## src/rtl/btn_op_conditioner.sv

```systemverilog
// Board-side front end: synchronises switches and pushbuttons, debounces the buttons and
// turns button presses into a held one-hot operation select with a one-cycle op_valid pulse.
module btn_op_conditioner #(
  parameter int BITS      = 16,
  parameter int DB_CYCLES = 1_000_000
) (
  input  logic            CLK100MHZ,
  input  logic            CPU_RESETN,
  input  logic [4:0]      btn_in,
  input  logic [BITS-1:0] sw_in,
  output logic [BITS-1:0] sw,
  output logic            BTNC,
  output logic            BTNU,
  output logic            BTND,
  output logic            BTNL,
  output logic            BTNR,
  output logic            op_valid
);

  localparam int              CW      = $clog2(DB_CYCLES);
  localparam logic [CW-1:0]   CNT_MAX = CW'(DB_CYCLES - 1);

  typedef enum logic {IDLE, ACTIVE} state_t;

  logic [BITS-1:0] sw_s1;
  logic [4:0]      btn_s1, btn_s2;
  logic [4:0]      btn_stable, btn_stable_d;
  logic [CW-1:0]   db_cnt [5];
  logic [4:0]      press, sel;
  logic [4:0]      op_q;
  state_t          state;

  // Two-flop synchronisers; sw is the second stage itself.
  // NOTE: sequential state uses non-blocking (<=) so every flop samples pre-edge values.
  always_ff @(posedge CLK100MHZ) begin
    if (!CPU_RESETN) begin
      sw_s1  <= '0;
      sw     <= '0;
      btn_s1 <= '0;
      btn_s2 <= '0;
    end else begin
      sw_s1  <= sw_in;
      sw     <= sw_s1;
      btn_s1 <= btn_in;
      btn_s2 <= btn_s1;
    end
  end

  // Per-button debounce: accept a new level only after DB_CYCLES consecutive mismatches.
  // NOTE: the counter array is tiny and must restart on reset, so it is reset like plain flops.
  always_ff @(posedge CLK100MHZ) begin
    if (!CPU_RESETN) begin
      btn_stable   <= '0;
      btn_stable_d <= '0;
      for (int i = 0; i < 5; i++) db_cnt[i] <= '0;
    end else begin
      btn_stable_d <= btn_stable;
      for (int i = 0; i < 5; i++) begin
        if (btn_s2[i] != btn_stable[i]) begin
          if (db_cnt[i] == CNT_MAX) begin
            btn_stable[i] <= btn_s2[i];
            db_cnt[i]     <= '0;
          end else begin
            db_cnt[i] <= db_cnt[i] + CW'(1);
          end
        end else begin
          db_cnt[i] <= '0;
        end
      end
    end
  end

  assign press = btn_stable & ~btn_stable_d;

  // Fixed priority C > U > D > L > R among presses seen in the same cycle.
  // NOTE: sel gets a default before the if-chain so no latch is inferred.
  always_comb begin
    sel = '0;
    if      (press[0]) sel = 5'b00001;
    else if (press[1]) sel = 5'b00010;
    else if (press[2]) sel = 5'b00100;
    else if (press[3]) sel = 5'b01000;
    else if (press[4]) sel = 5'b10000;
  end

  // Presses landing in the cycle right after a latch are dropped so op_valid never doubles up.
  always_ff @(posedge CLK100MHZ) begin
    if (!CPU_RESETN) begin
      state    <= IDLE;
      op_q     <= '0;
      op_valid <= 1'b0;
    end else begin
      op_valid <= 1'b0;
      if (sel != '0 && !op_valid) begin
        case (state)
          IDLE: begin
            state    <= ACTIVE;
            op_q     <= sel;
            op_valid <= 1'b1;
          end
          ACTIVE: begin
            if (sel == op_q) begin
              state <= IDLE;
              op_q  <= '0;
            end else begin
              op_q     <= sel;
              op_valid <= 1'b1;
            end
          end
          default: begin
            state <= IDLE;
            op_q  <= '0;
          end
        endcase
      end
    end
  end

  assign BTNC = op_q[0];
  assign BTNU = op_q[1];
  assign BTND = op_q[2];
  assign BTNL = op_q[3];
  assign BTNR = op_q[4];

endmodule
```

## config.mk

```make
export PLATFORM = sky130hd
export DESIGN_NAME = btn_op_conditioner
export DESIGN_NICKNAME = d
export VERILOG_FILES = /design/src/rtl/btn_op_conditioner.sv
export SDC_FILE = /design/constraint.sdc
export NUM_CORES = 1
export LEC_CHECK = 0
export ABC_CLOCK_PERIOD_IN_PS = 1900
export CAP_MARGIN = 15
export CORE_MARGIN = 1
export CORE_UTILIZATION = 40
export DETAILED_ROUTE_END_ITERATION = 8
export GPL_TIMING_DRIVEN = 0
export SKIP_LAST_GASP = 1
export SYNTH_ARGS = -nofsm -noshare
export SYNTH_HDL_FRONTEND = slang
export SYNTH_SLANG_ARGS = --single-unit
```

## constraint.sdc

```tcl
create_clock -name CLK100MHZ -period 1.9 [get_ports CLK100MHZ]
set_clock_uncertainty 0.05 [all_clocks]
set_input_delay 0.57 -clock CLK100MHZ [delete_from_list [all_inputs] [get_ports CLK100MHZ]]
set_output_delay 0.57 -clock CLK100MHZ [all_outputs]
set_load 0.01 [all_outputs]
```

==> After elaboration in Yosys (flattened, before gate mapping) <==
Memories as Yosys holds them, arrays and structs flattened.
Cells that the tools add are included.
{ "word_totals": {"regBits": 59, "ram_bits": 100, "inputBits": 23, "output_inout_bits": 22, "memories": 1} }
{ "op_classes": {"n_addsub": 5, "eq_ne": 11, "mux": 80, "bitwise_logic": 18, "reduce_logical": 9} }
{ "mem_list": {"columns": ["name", "depth", "word_bits", "rd", "rd_clocked_by_memory_dff", "write_ports", "line_no", "text"], "rows": [
  ["db_cnt", 5, 20, 5, 0, 5, "28", "logic [CW-1:0] db_cnt [5];"]
]} }
{ "op_table": {"columns": ["cell", "count"], "rows": [
  ["20-bit two-way mux", 15],
  ["20-bit by 1-bit adder with 20-bit output (second input constant)", 5],
  ["20-bit equality test (second input constant)", 5],
  ["1-bit two-way mux", 57],
  ["5-bit two-way mux", 6],
  ["1-bit bitwise OR", 15],
  ["2-bit AND reduction", 6],
  ["5-bit case mux with 2 select lines", 1],
  ["5-bit bitwise AND", 1],
  ["5-bit equality test", 1],
  ["1-bit inequality test", 5],
  ["5-bit inverter", 1],
  ["5-bit nonzero test", 1],
  ["1-bit case mux with 2 select lines", 1],
  ["1-bit logical AND", 1],
  ["1-bit zero test", 1],
  ["1-bit inverter", 1]
]} }

==> Logic depth before layout (Yosys ltp) <==
Gate-level depths: netlist of run 1.
{ "logic_depth": {"word_depth": 10, "depth_mapped": 8, "ltp_nobuf": 7} }

==> Worst setup path before layout of run 1 <==
OpenSTA, ideal clock, no wires.
{ "synth_timing": {"path_type": "register to register", "startpoint": "memory db_cnt[1][15] (netlist bit)", "endpoint": "memory db_cnt[1][12] (netlist bit) (data pin)", "setup_ns": 0.257, "arrival_time_ns": 1.670, "slack_ns": -0.077, "path_stages_with_launch": 7, "path_buffers": 1, "period_less_slack_ns": 1.977, "path_cell_list": "edfxtp_1 > or4b_1 > nor4_1 > and3_1 > nand3b_1 > buf_2 > nor2_1"} }
{ "synth_rtl": {"columns": ["item", "line_no"], "rows": [
  ["from (decl)", "28"]
]} }

==> impl_metrics.json, run 1 <==
{
  "final_layout_size_suffix_gt1_share_pct": 15.95,
  "finalWorstSetupSlack_ns": -0.08143,
  "cts_tree": "built",
  "tritoncts.num_buffers": 17,
  "ys_top_cells_by_area": "sky130_fd_sc_hd__edfxtp_1 (42%), sky130_fd_sc_hd__dfxtp_1 (17%), sky130_fd_sc_hd__xor2_1 (7.7%)",
  "h_tree_levels": 4,
  "setup_violations": 30,
  "setup.worst_path.start_class": "flop",
  "crit_type": "reg2reg",
  "ys_seq_elements": 159,
  "synth_top_area_share_pct": 42.12,
  "cap_violations": 0,
  "ys_dominant_reg_cell": "sky130_fd_sc_hd__edfxtp_1",
  "clk_pin_slew_ns": 0.06,
  "netlist_instances": 646,
  "ys_async_sr_fraction_pct": 0,
  "placed_standard_cell_area_sq_um": 8235,
  "area_growth_from_synthesis_to_layout_pct": 32.73,
  "drtIter0Drc": 216,
  "grt_pass1_wl_um": 21810,
  "fin_crit_sh_pct": 104.3,
  "place_congestion": 0.8043,
  "drtAntennaViolNets": 0,
  "required_ns": 2.02,
  "antennaDiodeCount": 0,
  "p_leak_nw": 3.741,
  "core-area_sq_um": 17360,
  "place.port_buffers": 44,
  "fmaxAchievable_mhz": 504.7,
  "die_width_um": 135.5,
  "ys_seq_area_share_pct": 58.69,
  "initial_standard_cell_utilization_of_the_core_pct": 41.08,
  "globalRoute.totalOverflow": 0,
  "number_of_optimization_iterations_in_the_first_detailed_route_pass": 4,
  "clkSinkCount": 159,
  "time_the_final_worst_path_needs_with_i_o_delays_and_setup_ns": 1.981,
  "power_density_nw_per_um2": 821.2,
  "average_wire_length_per_cell_after_detail_routing_um": 12.49,
  "report.final.hold_viol_count": 0,
  "cts.path.max_buffers": 2,
  "worst_setup_path_end_kind": "flop",
  "die_area_sq_um": 18360,
  "timing.critical_path.fanout_max": 10,
  "crit_arrival_ns": 2.10,
  "finalNonFillerCells": 1084,
  "power_total_mw": 7.771,
  "grtUsageTotal_pct": 15.26,
  "edff_count_synth": 100,
  "hold_path.class": "reg2reg",
  "detailroute.via_count": 5008,
  "stdcell_area_sq_um": 9463,
  "layout_common_cells": "sky130_fd_sc_hd__edfxtp_1 (100), sky130_fd_sc_hd__conb_1 (100), sky130_fd_sc_hd__nor2_1 (95)",
  "violations": "setup timing",
  "slew_violations": 0,
  "num_rows": 48,
  "vias_per_cell": 4.620,
  "number_of_antenna_violations_at_the_first_check_in_global_routing": 0,
  "insertion_delay_ns": 0.42,
  "final_routed_wirelength_across_all_metal_layers_um": 13540,
  "maximum_number_of_pins_on_one_net_before_global_route_repair": 17,
  "grt_setup_unrepaired": "yes",
  "placed_instances": 1014,
  "die_ht_um": 135.5,
  "synth_top_area_cell": "sky130_fd_sc_hd__edfxtp_1",
  "grt_pass1_vias": 4743,
  "drc": 0,
  "yosys_warnings": 0,
  "irDropWorstVdd_v": 0.0006465,
  "post_synthesis_mean_instance_area_sq_um": 11.04,
  "cts_hold_repair.buffers": 0,
  "number_of_library_cell_types_mapped_by_synthesis": 48,
  "boundaryPins": 45,
  "root_buf_cell": "sky130_fd_sc_hd__clkbuf_16",
  "detailed_place_hpwl_um": 9204,
  "mappedNetlistArea_sq_um": 7129,
  "finalNetCount": 874,
  "finalCoreUtilization_pct": 54.52,
  "status": "finished, violations left"
}
## state kept, by name (all words and copies together), names as in the netlist
register	flops
db_cnt	100
op_q	5
btn_stable	5
sw_s1	16
op_valid	1
btn_s2	5
btn_stable_d	5
sw	16
btn_s1	5
state	1
## synth_stat cells (all sizes together), types with 10 or more instances
cell type  number
a21oi          10
and2           49
and3           22
clkbuf         11
dfxtp          59
edfxtp        100
nand2          42
nand3          39
nand4          14
nor2          105
nor2b          13
xnor2          26
xor2           63
## report_power, final
| group | internal, mW | leakage [nW] | total [mW] | switching [mW] |
|---|---|---|---|---|
| Sequential | 3.80 | 1.52 | 3.90 | 0.101 |
| Combinational | 0.182 | 1.91 | 0.358 | 0.176 |
| Clock | 2.18 | 0.314 | 3.51 | 1.33 |
| Total | 6.17 | 3.74 | 7.77 | 1.60 |
## path summary, 6_finish.rpt
path                      start             to  slack [ns]  depth (start not counted)
hold / removal         sw_s1[3]          sw[3]        0.38                          1
setup reg to reg  db_cnt[1][13]  db_cnt[1][11]       -0.08                          6
setup / recovery  db_cnt[1][13]  db_cnt[1][11]       -0.08                          6
hold reg to reg        sw_s1[3]          sw[3]        0.38                          1
## metrics by stage
stage	hold WS, ns	worst slack, ns	setup TNS [ns]
after floorplan	0.3619	0.002091	0
after global placement	0.3652	-0.5102	-57.76
after detailed placement	0.3708	-0.5270	-60.66
after CTS	0.3813	-0.08582	-1.442
after global routing	0.3907	-0.1897	-6.607
final	0.3797	-0.08143	-1.456
## area by class of cell
type / instances / area [sq um]
multi-input combinational: 560 / 3467
fill: 1516 / 7894
sequential: 159 / 4189
timing repair buffer: 85 / 739.5
buffer: 17 / 137.6
clock buffer: 25 / 560.5
inverter: 6 / 22.52
tap: 225 / 281.5
clock inverter: 7 / 65.06
## logic make-up (layout without fill, tap and decap cells)
| group | Yosys count | count (layout) | synth area share, % |
|---|---|---|---|
| compound gates | 28 | 28 | 2.545 |
| xor+xnor | 89 | 89 | 10.93 |
| fa+ha+maj | 5 | 5 | 0.8775 |
| buf+inv | 26 | 140 | 1.650 |
| flops | 159 | 159 | 58.69 |
| mux | 5 | 5 | 0.7020 |
| other cells | 1 | 100 | 0.05260 |
| simple gates | 333 | 333 | 24.55 |
## what timing repair did
action | CTS | global route
setup endpoints to repair | 150 | 111
pin swaps | 10 | 28
buffers inserted | 22 | 19
cloned | 0 | 1
gates resized for setup | 53 | 53
## per-layer routing
metal,share of wire [%],vias up,track usage [%]
met3,3.4,14,4.078
li1,-,2553,-
met5,0,-,0
met4,1.3,0,5.493
met2,50,69,25.21
met1,45,2372,19.13
## worst max-delay path, cell delays in order (launching register included)
cell	delay [ns]
sky130_fd_sc_hd__edfxtp_1	0.38
sky130_fd_sc_hd__or4b_4	0.53
sky130_fd_sc_hd__nor4_1	0.18
sky130_fd_sc_hd__and3_1	0.21
sky130_fd_sc_hd__nand3b_1	0.17
sky130_fd_sc_hd__buf_6	0.16
sky130_fd_sc_hd__nor2_1	0.06
No activity file was read; power rests on OpenSTA's default activity.
==> inputs of run 2 (changes only) <==
--- a/config.mk
+++ b/config.mk
@@ -11,6 +11,7 @@
 export CORE_UTILIZATION = 40
 export DETAILED_ROUTE_END_ITERATION = 8
 export GPL_TIMING_DRIVEN = 0
+export SKIP_CTS_REPAIR_TIMING = 1
 export SKIP_LAST_GASP = 1
 export SYNTH_ARGS = -nofsm -noshare
 export SYNTH_HDL_FRONTEND = slang
==> run 2 against run 1 <==
Compared with the run above: the run still ends with setup timing left; clock power is essentially flat; maximum frequency shrank 0.88%; register-to-register slack worse by 0.02 ns; critical path type unchanged; largest cell class unchanged.
==> impl_metrics.json, run 2 (same netlist as run 1, synthesis figures left out) <==
{
  "p_leak_nw": 4.002,
  "detailed_place_hpwl_um": 9204,
  "num_rows": 48,
  "clk_pin_slew_ns": 0.06,
  "required_ns": 2.02,
  "die_ht_um": 135.5,
  "crit_arrival_ns": 2.12,
  "final_routed_wirelength_across_all_metal_layers_um": 13550,
  "h_tree_levels": 4,
  "vias_per_cell": 4.568,
  "cts.path.max_buffers": 2,
  "drc": 0,
  "initial_standard_cell_utilization_of_the_core_pct": 41.08,
  "place_ws_ns": -0.5270,
  "slew_violations": 0,
  "die_width_um": 135.5,
  "cts_tree": "built",
  "globalRoute.totalOverflow": 0,
  "grt_setup_unrepaired": "yes",
  "average_wire_length_per_cell_after_detail_routing_um": 12.43,
  "drtIter0Drc": 211,
  "finalNetCount": 880,
  "grt_pass1_vias": 4614,
  "place_congestion": 0.8043,
  "worst_setup_path_end_kind": "flop",
  "grtUsageTotal_pct": 14.76,
  "crit_type": "reg2reg",
  "die_area_sq_um": 18360,
  "power_density_nw_per_um2": 814.3,
  "grt_pass1_wl_um": 21130,
  "root_buf_cell": "sky130_fd_sc_hd__clkbuf_16",
  "biggestRegsByFlops": "db_cnt x100, sw x16, sw_s1 x16",
  "finalCoreUtilization_pct": 55.02,
  "flip_flop_count_of_the_largest_register_all_copies_and_words_added": 100,
  "number_of_antenna_violations_at_the_first_check_in_global_routing": 0,
  "place.port_buffers": 44,
  "number_of_optimization_iterations_in_the_first_detailed_route_pass": 4,
  "cp-startpoint": "db_cnt[1][13]",
  "report.final.hold_viol_count": 0,
  "area_growth_from_synthesis_to_layout_pct": 33.96,
  "violations": "setup timing",
  "core-area_sq_um": 17360,
  "hold_path.class": "reg2reg",
  "layout_common_cells": "sky130_fd_sc_hd__nor2_1 (103), sky130_fd_sc_hd__edfxtp_1 (100), sky130_fd_sc_hd__conb_1 (100)",
  "regToRegStartpoint": "db_cnt[1][13]",
  "fin_crit_sh_pct": 105.2,
  "finalWorstSetupSlack_ns": -0.09908,
  "antennaDiodeCount": 0,
  "num-fill-cells": 1495,
  "maximum_number_of_pins_on_one_net_before_global_route_repair": 17,
  "boundaryPins": 45,
  "insertion_delay_ns": 0.42,
  "detailroute.via_count": 4979,
  "irDropWorstVdd_v": 0.0006396,
  "layout.cells.most_common": "sky130_fd_sc_hd__nor2_1",
  "tritoncts.num_buffers": 17,
  "final_layout_size_suffix_gt1_share_pct": 15.61,
  "clkSinkCount": 159,
  "status": "finished, violations left",
  "drtAntennaViolNets": 0,
  "fmaxAchievable_mhz": 500.2,
  "timing.critical_path.fanout_max": 10,
  "power_total_mw": 7.777,
  "register_containing_the_most_flip_flops_in_the_final_layout": "db_cnt",
  "setup_violations": 22,
  "time_the_final_worst_path_needs_with_i_o_delays_and_setup_ns": 1.999,
  "setup.worst_path.start_class": "flop",
  "cap_violations": 0,
  "fin_hold_ws_ns": 0.3787,
  "hold_path.startpoint": "sw_s1[3]"
}
-- run 2: changes by cell type in the layout (fill, tap and decap cells not counted), sizes merged --
cell | before | now
dlymetal6s2s | 4 | 23
buf | 51 | 58
clkdlybuf4s50 | 22 | 21
clkbuf | 32 | 31
dlygate4sd2 | 18 | 0
-- run 2: cell type report --
| type | count | area, sq um | share of cell area (%) |
|---|---|---|---|
| flip-flops and latches | 159 | 4188 | 43.85 |
| clock inverters | 7 | 65.06 | 0.6813 |
| repair buffers | 91 | 854.6 | 8.948 |
| clock buffers | 25 | 560.5 | 5.869 |
| well taps | 225 | 281.5 | 2.948 |
| plain buffers | 17 | 121.4 | 1.271 |
| inverters | 6 | 22.52 | 0.2358 |
| multi-input cells | 560 | 3457 | 36.20 |
-- run 2: path summary, 6_finish.rpt --
| path | end | slack (ns) | cells past startpoint |
|---|---|---|---|
| max | db_cnt[1][11] | -0.1 | 6 |
| min | sw[3] | 0.38 | 1 |
| max reg2reg | db_cnt[1][11] | -0.1 | 6 |
| min reg2reg | sw[3] | 0.38 | 1 |
-- run 2: worst max-delay path, cell delays in order (launching register included) --
cell	delay, ns
sky130_fd_sc_hd__edfxtp_1	0.43
sky130_fd_sc_hd__or4b_4	0.56
sky130_fd_sc_hd__nor4_2	0.13
sky130_fd_sc_hd__and3_1	0.20
sky130_fd_sc_hd__nand3b_1	0.17
sky130_fd_sc_hd__buf_6	0.16
sky130_fd_sc_hd__nor2_1	0.06
-- run 2: routing by layer --
metal | wire [um] | vias up | track usage (%)
li1 | - | 2563 | -
met2 | 6828 | 46 | 24.22
met3 | 345 | 12 | 4.003
met4 | 153 | 0 | 5.243
met1 | 6220 | 2358 | 18.64
met5 | 0 | - | 0
-- run 2: through the flow --
| stage | area (sq um) | TNS (ns) | cells |
|---|---|---|---|
| after CTS | 8861 | -30.50 | 1046 |
| final | 9550 | -1.816 | 1090 |
| after global routing | 9550 | -5.392 | 1090 |
| after detailed placement | 8235 | -60.66 | 1014 |
| after global placement | 8235 | -57.76 | 1014 |
| after floorplan | 7513 | 0 | 745 |
-- run 2: report_power, final --
part	switching (mW)	leakage (nW)	internal (mW)	total, mW
logic	0.170	2.17	0.195	0.365
registers	0.106	1.52	3.80	3.91
clock network	1.32	0.314	2.18	3.50
total	1.60	4.00	6.18	7.78
